==> config.mk <==
export PLATFORM = sky130hd
export DESIGN_NAME = dadda_mul16_seq
export DESIGN_NICKNAME = d
export VERILOG_FILES = /design/src/rtl/mul_seq_pkg.sv /design/src/rtl/dadda_mul16_seq_core.sv /design/src/rtl/dadda_mul16_seq.sv
export SDC_FILE = /design/constraint.sdc
export NUM_CORES = 1
export LEC_CHECK = 0
export ABC_AREA = 1
export CAP_MARGIN = 10
export CORE_UTILIZATION = 35
export DETAILED_ROUTE_END_ITERATION = 16
export SLEW_MARGIN = 30
export SYNTH_ARGS = -nofsm -noshare
export SYNTH_HDL_FRONTEND = slang
export SYNTH_SLANG_ARGS = --single-unit
==> constraint.sdc <==
create_clock -name clk -period 7.3 [get_ports clk]
set_input_delay 1.095 -clock clk [delete_from_list [all_inputs] [get_ports clk]]
set_output_delay 1.095 -clock clk [all_outputs]
set_load 0.02 [all_outputs]
==> src/rtl/mul_seq_pkg.sv <==
// Shared definitions for the sequential 16x16 multiplier slice.
// Provides the controller state type, datapath widths, step encodings and
// the carry-save helpers used by the 8x8 Dadda cores.
package mul_seq_pkg;

  typedef enum logic [1:0] {IDLE, MUL, DONE} mul_seq_state_t;

  localparam int unsigned OP_W   = 16;
  localparam int unsigned HALF_W = 8;
  localparam int unsigned PROD_W = 32;
  localparam int unsigned CORE_W = 2 * HALF_W;

  // Byte-pair selected on each step: bit 0 picks a's high byte, bit 1 b's.
  localparam logic [1:0] STEP_LL = 2'd0;
  localparam logic [1:0] STEP_HL = 2'd1;
  localparam logic [1:0] STEP_LH = 2'd2;
  localparam logic [1:0] STEP_HH = 2'd3;

  typedef struct packed {
    logic [CORE_W-1:0] s;
    logic [CORE_W-1:0] c;
  } csa_t;

  // 3:2 carry-save row; carry is pre-shifted into its column weight.
  function automatic csa_t csa3(input logic [CORE_W-1:0] x,
                                input logic [CORE_W-1:0] y,
                                input logic [CORE_W-1:0] z);
    csa_t r;
    r.s = x ^ y ^ z;
    r.c = ((x & y) | (x & z) | (y & z)) << 1;
    return r;
  endfunction

  // 4:2 compressor built from two chained 3:2 rows.
  function automatic csa_t csa42(input logic [CORE_W-1:0] w,
                                 input logic [CORE_W-1:0] x,
                                 input logic [CORE_W-1:0] y,
                                 input logic [CORE_W-1:0] z);
    csa_t t;
    t = csa3(w, x, y);
    return csa3(t.s, t.c, z);
  endfunction

endpackage

==> src/rtl/dadda_mul16_seq_core.sv <==
// 8x8 unsigned combinational multiplier cores.
//   x, y : 8-bit operands
//   p    : 16-bit product
// dadda_8x8_compressed reduces the eight partial-product rows along the
// Dadda height sequence 8-6-4-3-2 with 3:2 rows; dadda_8x8_compressed_ld
// uses a shallower 4:2 compressor tree. Both end in one carry-propagate add.
// Rows are truncated to 16 bits: the true product fits, so dropped carries
// out of bit 15 cancel in modular arithmetic.
module dadda_8x8_compressed
  import mul_seq_pkg::*;
(
  input  logic [HALF_W-1:0] x,
  input  logic [HALF_W-1:0] y,
  output logic [CORE_W-1:0] p
);

  logic [CORE_W-1:0] pp [HALF_W];
  csa_t l1a, l1b, l2a, l2b, l3, l4;

  for (genvar i = 0; i < HALF_W; i++) begin : g_pp
    assign pp[i] = y[i] ? (CORE_W'(x) << i) : '0;
  end

  assign l1a = csa3(pp[0], pp[1], pp[2]);
  assign l1b = csa3(pp[3], pp[4], pp[5]);
  assign l2a = csa3(l1a.s, l1a.c, l1b.s);
  assign l2b = csa3(l1b.c, pp[6], pp[7]);
  assign l3  = csa3(l2a.s, l2a.c, l2b.s);
  assign l4  = csa3(l3.s, l3.c, l2b.c);
  assign p   = l4.s + l4.c;

endmodule

module dadda_8x8_compressed_ld
  import mul_seq_pkg::*;
(
  input  logic [HALF_W-1:0] x,
  input  logic [HALF_W-1:0] y,
  output logic [CORE_W-1:0] p
);

  logic [CORE_W-1:0] pp [HALF_W];
  csa_t l1a, l1b, l2;

  for (genvar i = 0; i < HALF_W; i++) begin : g_pp
    assign pp[i] = y[i] ? (CORE_W'(x) << i) : '0;
  end

  assign l1a = csa42(pp[0], pp[1], pp[2], pp[3]);
  assign l1b = csa42(pp[4], pp[5], pp[6], pp[7]);
  assign l2  = csa42(l1a.s, l1a.c, l1b.s, l1b.c);
  assign p   = l2.s + l2.c;

endmodule

==> src/rtl/dadda_mul16_seq.sv <==
// Sequential 16x16 unsigned multiplier around one shared 8x8 Dadda core.
//   clk, rst           : clock, synchronous active-high reset
//   in_valid/in_ready  : operand handshake (a, b captured on accept)
//   out_valid/out_ready: product handshake
//   p                  : 32-bit product, held after the handshake
// Four byte-pair products are shift-accumulated on the cycles after accept.
module dadda_mul16_seq
  import mul_seq_pkg::*;
#(
  parameter bit USE_LD = 1'b0
) (
  input  logic              clk,
  input  logic              rst,
  input  logic              in_valid,
  output logic              in_ready,
  input  logic [OP_W-1:0]   a,
  input  logic [OP_W-1:0]   b,
  output logic              out_valid,
  input  logic              out_ready,
  output logic [PROD_W-1:0] p
);

  mul_seq_state_t    state;
  logic [1:0]        step;
  logic [OP_W-1:0]   a_r, b_r;
  logic [PROD_W-1:0] acc, p_r;
  logic [HALF_W-1:0] core_x, core_y;
  logic [CORE_W-1:0] core_p;
  logic [PROD_W-1:0] addend, acc_sum;

  if (USE_LD) begin : g_core_ld
    dadda_8x8_compressed_ld u_core (.x(core_x), .y(core_y), .p(core_p));
  end else begin : g_core
    dadda_8x8_compressed u_core (.x(core_x), .y(core_y), .p(core_p));
  end

  always_comb begin
    core_x = step[0] ? a_r[OP_W-1:HALF_W] : a_r[HALF_W-1:0];
    core_y = step[1] ? b_r[OP_W-1:HALF_W] : b_r[HALF_W-1:0];
    case (step)
      STEP_LL: addend = {16'b0, core_p};
      STEP_HL,
      STEP_LH: addend = {8'b0, core_p, 8'b0};
      default: addend = {core_p, 16'b0};
    endcase
    acc_sum = (step == STEP_LL) ? addend : acc + addend;
  end

  always_ff @(posedge clk) begin
    if (rst) begin
      state <= IDLE;
      step  <= STEP_LL;
      acc   <= '0;
      p_r   <= '0;
      a_r   <= '0;
      b_r   <= '0;
    end else begin
      case (state)
        IDLE: if (in_valid) begin
          a_r   <= a;
          b_r   <= b;
          acc   <= '0;
          step  <= STEP_LL;
          state <= MUL;
        end
        MUL: begin
          acc  <= acc_sum;
          step <= step + 2'd1;
          // p is a separate register so it keeps its value while the next
          // operation clears and rebuilds acc.
          if (step == STEP_HH) begin
            p_r   <= acc_sum;
            state <= DONE;
          end
        end
        DONE: if (out_ready) state <= IDLE;
        default: state <= IDLE;
      endcase
    end
  end

  assign in_ready  = (state == IDLE) && !rst;
  assign out_valid = (state == DONE);
  assign p         = p_r;

endmodule

* Word level (Yosys, flattened, before mapping) *
Cells that the tools add are included.
Widths: inputs -> output; s select.

storage, ports and cells
  flip-flop bits (word level) = 100

operators by class
  reductions and logical operators = 10
  add/sub/neg operators = 3
  multiplexer cells = 20
  eq/ne operators = 8
  bitwise gates (word level) = 42

operator list
  cell                number
  $and 15x15->15      18
  $or 15x15->15       12
  $pmux 32 s2         2
  $xor 16x16->16      8
  $mux 32             2
  $add 32x32->32      1
  $mux 8              3
  $add 16x16->16      1
  $xor 16x10->16      1
  $xor 16x13->16      1
  $xor 16x14->16      1
  $xor 16x15->16      1
  $mux 15             1
  $mux 14             1
  $mux 13             1
  $mux 12             1
  $mux 11             1
  $mux 10             1
  $mux 9              1
  $mux 2              4
  $eq 2x2->1 const B  3
  $pmux 2 s3          1
  $reduce_and 2->1    3
  $eq 2x1->1 const B  2
  other kinds (10)    12

* Logic depth before layout (Yosys ltp) *
Gate-level depths: netlist of run 1.

  depth after elaboration = 19
  depth in mapped cells = 37

* Cells and area by module *
A second synthesis of run 1 with hierarchy kept.

second synthesis, totals
  cells, all modules = 1408
  area, all modules = 8742.1 µm²

by module, submodules not included
  module                instances  cells an instance  area each (µm²)
  dadda_mul16_seq       1          1098               6663.9
  dadda_8x8_compressed  1          310                2078.2

* Least setup slack after synthesis of run 1 *
OpenSTA, ideal clock, no wires.

  path kind = register to register
  from = register step[1]
  to = register p_r[30] (netlist: p[30])
  data arrival time = 5.597 ns
  slack = 1.595 ns
  cell stages (with the launch flop) = 34
  library setup time = 0.109 ns
  data required time = 7.191 ns
  path through = dfxtp_1 > buf_4 > inv_2 > or2_2 > o21ai_0 > inv_1 > nand2_1 > fa_1 > fa_1 > fa_1 > fa_1 > inv_1 > ha_1 > nand2_1 > nor2_2 > nor2_2 > o21ai_2 > xnor2_2 > o22ai_2 > ha_1 > nand2_1 > inv_1 > nand2_1 > inv_1 > a21oi_1 > nor2_1 > nor2_1 > nand2_1 > nand2_1 > nand3_1 > nand2_1 > nand2_1 > nand2_1 > inv_1

on the way
  word-level cells in the longest chain between the ends = 18
  elaborated cells between the ends (all ways) = 61

RTL lines
  what                            RTL line                    RTL
  start, declared                 dadda_mul16_seq.sv:24       logic [1:0] step;
  start signal, assigned          dadda_mul16_seq.sv:68       step <= step + 2'd1;
  $mux 8                          dadda_mul16_seq.sv:39       core_y = step[1] ? b_r[OP_W-1:HALF_W] : b_r[HALF_W-1:0];
  $mux 8 (tied with other cells)  dadda_mul16_seq_core.sv:21  assign pp[i] = y[i] ? (CORE_W'(x) << i) : '0;
  $and 15x15->15                  mul_seq_pkg.sv:30           r.c = ((x & y) | (x & z) | (y & z)) << 1;
  $or 15x15->15 (2 in a row)      mul_seq_pkg.sv:30
  $and 15x15->15                  mul_seq_pkg.sv:30
  $or 15x15->15 (2 in a row)      mul_seq_pkg.sv:30
  $and 15x15->15                  mul_seq_pkg.sv:30
  $or 15x15->15 (2 in a row)      mul_seq_pkg.sv:30
  $and 15x15->15                  mul_seq_pkg.sv:30
  $or 15x15->15 (2 in a row)      mul_seq_pkg.sv:30
  $add 16x16->16                  dadda_mul16_seq_core.sv:30  assign p = l4.s + l4.c;
  $pmux 32 s2                     dadda_mul16_seq.sv:40       case (step)
  $add 32x32->32                  dadda_mul16_seq.sv:46       acc_sum = (step == STEP_LL) ? addend : acc + addend;
  $mux 32                         dadda_mul16_seq.sv:46
  end signal, assigned            dadda_mul16_seq.sv:72       p_r <= acc_sum;
  end, declared                   dadda_mul16_seq.sv:26       logic [PROD_W-1:0] acc, p_r;

Several ways; a longest one is shown, not always the timed one.
A chain may end at the register's enable or synchronous reset.

* Final worst setup path of run 1 *
  from = register step[1]
  to = register p_r[27] (netlist: p[27])

Same word-level chain as after synthesis.

==> results.json, run 1 <==
{
  "outcome": "completed",
  "synthAdderAreaFrac_pct": 18.2,
  "wl_um": 24100,
  "clockBufferDepth": 2,
  "whs_ns": 0.474,
  "antenna_cells": 0,
  "design_area_mm2": 0.00972,
  "maxSlewViolCount": 0,
  "drt_pass1_iterations": 6,
  "hp-class": "reg2reg",
  "crit_top_cell": "nand2_1",
  "worstMarginPinSlew_ns": 0.870,
  "reg2reg_depth": 29,
  "synthTopCellsByCount": "nand2_1, nor2_1, inv_1, dfxtp_1, o21ai_0",
  "min_period_over_period_pct": 92.2,
  "areaGrowthSynthToFinish_pct": 15.9,
  "vias": 8008,
  "fin_skew_ns": 0.0158,
  "tns_ns": 0,
  "yosysSeqAreaShare_pct": 23.9,
  "synth-main-ff-cell": "dfxtp_1",
  "clkSinkCount": 100,
  "start_util_pct": 35.7,
  "max_stage_delay_ns": 0.55,
  "grt_first_pass_wirelength_um": 39100,
  "worstPathMaxFanout": 11,
  "drive_gt1_share_pct": 6.55,
  "die_area_mm2": 0.0246,
  "remaining_drc_errors": 0,
  "core_mm2": 0.0235,
  "numCtsBuffers": 9,
  "grt_max_degree": 65,
  "finalPower_mw": 1.76,
  "yosys.area.top_type": "dfxtp_1",
  "fp.dieW_um": 157,
  "drt_iter0_drc": 513,
  "grt_pass1_vias": 7574,
  "async_flop_share_pct": 0,
  "yosysMostFrequentCell": "nand2_1",
  "start_kind": "flip-flop",
  "rows": 56,
  "hold_violations": 0,
  "final_util_pct": 41.4,
  "cts_tree": "done",
  "ys_ff_latch": 100,
  "synth_top_area_share_pct": 23.9,
  "num-fill-cells": 2525,
  "top_usage_layer": "met2",
  "post-route-min-period_ns": 6.73,
  "grt_util_met3_pct": 3.57,
  "use_met1_pct": 29.1,
  "ant_nets": 0,
  "synthCells": 1267,
  "placed_area_mm2": 0.00943,
  "cts-root-buf": "clkbuf_16",
  "met2_usage_pct": 32.3,
  "nNetsFinal": 1458,
  "gp_congestion": 0.913,
  "grt_util_all_layers_pct": 20.6,
  "yosysUniqueCellTypes": 44,
  "dp.final_hpwl_um": 18800,
  "antenna_found_initial": 0,
  "crit_required_ns": 7.57,
  "synth_edf_count": 0,
  "synth_top_family_by_area": "simple AND/OR/NAND/NOR gates",
  "synth_area_leaders": "dfxtp_1, nand2_1, fa_1",
  "htree_num_levels": 3,
  "portBuffers": 69,
  "syn_nets": 1401,
  "finalSetupViolations": 0,
  "synthXorXnorAreaFrac_pct": 2.16,
  "dieHeight_um": 157,
  "postCtsSetupRepairBufs": 0,
  "avgSynthCellArea_um2": 6.62,
  "p_leak_nw": 4.64,
  "grt-ovfl-total": 0,
  "io_pins": 70,
  "clk_latency_ns": 0.37,
  "peakVddDrop_v": 0.000141,
  "rsz0062_at_grt": "no",
  "end_kind": "flip-flop",
  "synthMuxAreaShare_pct": 0.716,
  "holdPathStages": 2,
  "synth_compound_area_share_pct": 15.8,
  "routedWlPerCell_um": 14.6,
  "drv_cap": 0,
  "critical_path_arrival_ns": 7.00,
  "crit_type": "reg2reg",
  "vias_per_cell": 4.86,
  "yosys_warnings": 0,
  "fmax_ghz": 0.149,
  "cts.clk_slew.worst_paths_ns": 0.09,
  "slowest_stage": "fa_1",
  "yosys.area_share.simple_pct": 29.4,
  "netlist_area_mm2": 0.00839,
  "p_per_area_mw_per_mm2": 181,
  "slew_headroom_pct": 40.4
}
where the power goes:
part	internal [mW]	switching [mW]	total, mW
Sequential	0.573	0.0181	0.591
Clock	0.237	0.252	0.489
Combinational	0.238	0.442	0.680
Total	1.05	0.712	1.76
sequential cells by signal, summed over array words and instances, names as in the netlist:
register	count
acc	32
p	32
a_r	16
b_r	16
state	2
step	2
stage by stage:
step	std cells	setup WS (ns)
floorplan	1267	1.59
global placement	1632	0.308
detailed placement	1632	0.252
CTS	1648	0.233
global route	1648	0.111
finish	1648	0.568
placed cells by master, fill, tap and decap left out, drive strengths merged, types with 3 or more instances in the layout:
cell,count
clkinvlp,3
xor2,12
nor3,11
a21oi,74
fa,40
clkdlybuf4s50,69
mux2i,6
o21bai,27
a21o,4
clkinv,5
xnor2,7
o22ai,12
nand4,7
o21a,9
nand3,51
o21ai,93
clkbuf,9
nand2,335
dfxtp,100
inv,171
nor2,184
ha,58
buf,17
or2,16
cell families (layout without fill, tap and decap cells):
kind of cell | count (synthesis) | in the layout
AOI/OAI and AO/OA | 224 | 224
muxes | 6 | 6
buffers and inverters | 212 | 274
and+or+nand+nor | 608 | 608
DFF | 100 | 100
xor gates and xnor gates | 19 | 19
adders and majority gates | 98 | 98
metal layers:
layer,up-vias,share of wire [%],wire (um)
met2,201,43,10300
met1,3664,50,12000
met3,18,6.1,1480
met4,0,1.2,284
li1,4125,-,-
met5,-,0,0
area by class of cell:
cell class | instances | area (um2) | area share (%)
Clock buffer | 9 | 225 | 2.32
Multi-Input combinational cell | 955 | 5570 | 57.2
Clock inverter | 7 | 60.1 | 0.618
Sequential cell | 100 | 2010 | 20.6
Inverter | 172 | 648 | 6.67
Timing Repair Buffer | 86 | 818 | 8.42
Tap cell | 319 | 399 | 4.11
worst paths after layout:
path                            startpoint       to  slack [ns]
worst min register to register     acc[24]  acc[24]        0.47
worst max-delay path               step[1]    p[27]        0.57
worst max register to register     step[1]    p[27]        0.57
worst min-delay path               acc[24]  acc[24]        0.47
critical path, delay by kind of cell (launching register included):
kind / cells / cell delay, ns
AO/OA/AOI/OAI: 4 / 0.71
adder cells (fa/ha/maj): 6 / 2.76
buffers and inverters: 5 / 0.47
flip-flops: 1 / 0.46
AND/OR/NAND/NOR: 14 / 2.23
repair_timing:
| action | CTS | global route |
|---|---|---|
| endpoints found under the setup margin | 0 | 40 |
| hold buffers | 0 | 0 |
| resized for setup | 0 | 5 |
Power figures use the tool's default switching activity.
==> run 2, diff against run 1 <==
SYNTH_HIERARCHICAL = 1   (was default)
clock period = 6.93 ns   (was 7.3 ns; I/O delays follow)
==> results.json, run 2 <==
{
  "dieHeight_um": 160,
  "vias_per_cell": 4.72,
  "grt_max_degree": 50,
  "antenna_found_initial": 0,
  "layout_common_cells": "nand2_1, inv_1, nor2_1",
  "die_area_mm2": 0.0256,
  "gp_congestion": 0.981,
  "worstMarginPinSlew_ns": 0.930,
  "drt_pass1_iterations": 5,
  "netlist_area_mm2": 0.00874,
  "nNetsFinal": 1578,
  "finalSetupViolations": 0,
  "async_flop_share_pct": 0,
  "pre_cts_slack_ns": 0.534,
  "fmax_ghz": 0.156,
  "wl_um": 25800,
  "cts.clk_slew.worst_paths_ns": 0.09,
  "synth_top_area_share_pct": 22.9,
  "design_area_mm2": 0.0101,
  "numCtsBuffers": 9,
  "areaGrowthSynthToFinish_pct": 15.3,
  "drv_cap": 0,
  "crit_required_ns": 7.21,
  "ant_nets": 0,
  "max_stage_delay_ns": 0.54,
  "holdPathStages": 2,
  "drive_gt1_share_pct": 5.03,
  "postCtsSetupRepairBufs": 0,
  "synth_area_leaders": "dfxtp_1, nand2_1, inv_1",
  "hp-class": "reg2reg",
  "synthCells": 1408,
  "seqCellArea_mm2": 0.00200,
  "routedWlPerCell_um": 14.5,
  "antenna_cells": 0,
  "finalPower_mw": 1.67,
  "peakVddDrop_v": 0.000105,
  "start_util_pct": 35.8,
  "vias": 8373,
  "grt_pass1_vias": 8235,
  "critical_path_arrival_ns": 6.70,
  "cts-root-buf": "clkbuf_16",
  "p_per_area_mw_per_mm2": 165,
  "p_leak_nw": 5.32,
  "io_pins": 70,
  "hold_violations": 0,
  "grt_first_pass_wirelength_um": 42800,
  "maxSlewViolCount": 0,
  "num-fill-cells": 2673,
  "yosysSeqAreaShare_pct": 22.9,
  "core_mm2": 0.0244,
  "final_util_pct": 41.3,
  "crit_top_cell": "nand2_1",
  "fin_skew_ns": 0.0135,
  "worstPathMaxFanout": 9,
  "portBuffers": 69,
  "synthTopCellsByCount": "nand2_1, inv_1, nor2_1, dfxtp_1",
  "htree_num_levels": 3,
  "cts_tree": "done",
  "yosys.area.top_type": "dfxtp_1",
  "grt-ovfl-total": 0,
  "setup_slack_ns": 0.516,
  "grt_util_all_layers_pct": 21.1,
  "multi_input_area_mm2": 0.00560,
  "slew_headroom_pct": 37.9,
  "crit_type": "reg2reg",
  "start_kind": "flip-flop",
  "placed_area_mm2": 0.00971,
  "outcome": "completed",
  "ys_ff_latch": 100,
  "rsz0062_at_grt": "no",
  "fp.dieW_um": 160,
  "synth_edf_count": 0,
  "avgSynthCellArea_um2": 6.21,
  "end_kind": "flip-flop",
  "clockBufferDepth": 2,
  "yosysMostFrequentCell": "nand2_1",
  "min_period_over_period_pct": 92.6,
  "syn_nets": 1541,
  "cts_hold_buf": 0,
  "synth-main-ff-cell": "dfxtp_1",
  "clk_latency_ns": 0.38,
  "final_common_cell": "nand2_1",
  "rows": 57,
  "yosysUniqueCellTypes": 37,
  "slowest_stage": "fa_1",
  "drt_iter0_drc": 600,
  "clkSinkCount": 100,
  "dp.final_hpwl_um": 20300,
  "yosys_warnings": 6,
  "reg2reg_depth": 32,
  "tns_ns": 0,
  "post-route-min-period_ns": 6.41,
  "remaining_drc_errors": 0
}
run 2: changes by cell type after synthesis, sizes merged, moves of 8 or more:
cell    delta
clkbuf    +14
inv       +80
nand2    +154
nand3      +8
nor2      -61
o21ai     -20
or2       -12
run 2: critical path: cells and delay by family, from the launching register on:
family	cells	cell delay [ns]
buffers and inverters	7	0.55
AOI/OAI and AO/OA	3	0.70
xor gates and xnor gates	1	0.23
adders and majority gates	6	2.74
DFF	1	0.38
and+or+nand+nor	15	1.70
run 2: cells by family after synthesis:
group / share of synthesized area (%)
flops: 22.9
simple gates: 32.1
buf+inv: 13.4
fa+ha+maj: 17.3
xor+xnor: 1.70
compound gates: 12.6
run 2: final timing paths:
check                             end    start  slack [ns]
worst min register to register   p[1]     p[1]        0.47
worst max-delay path            p[17]  step[1]        0.52
worst max register to register  p[17]  step[1]        0.52
worst min-delay path             p[1]     p[1]        0.47
run 2: what timing repair did:
item,4_1_cts,5_1_grt
setup endpoints to repair,0,8
gates resized for setup,0,5
hold endpoints to repair,0,0
run 2: through the flow:
| step | hold slack (ns) | instances |
|---|---|---|
| after detailed placement | 0.460 | 1757 |
| final | 0.470 | 1774 |
| after global routing | 0.489 | 1774 |
| after floorplan | 0.448 | 1408 |
| after CTS | 0.474 | 1773 |
| after global placement | 0.457 | 1757 |
run 2: final cells by class:
| cell class | instances | share of cell area (%) |
|---|---|---|
| Clock buffer | 9 | 2.23 |
| Clock inverter | 7 | 0.931 |
| Inverter | 251 | 9.40 |
| Multi-Input combinational cell | 1001 | 55.5 |
| Sequential cell | 100 | 19.9 |
| Tap cell | 324 | 4.02 |
| Timing Repair Buffer | 82 | 8.02 |
run 2: where the power goes:
| part | switching, mW | internal (mW) | leakage (nW) |
|---|---|---|---|
| clock | 0.281 | 0.263 | 0.154 |
| sequential | 0.0148 | 0.601 | 0.814 |
| combinational | 0.332 | 0.176 | 4.36 |
run 2: metal layers:
layer	vias to the layer above	GRT usage, %	share of wire, %
met4	0	7.27	2.9
met3	41	3.04	5.6
met1	3717	28.0	47
met2	236	34.8	44
met5	-	0	0
li1	4379	-	-
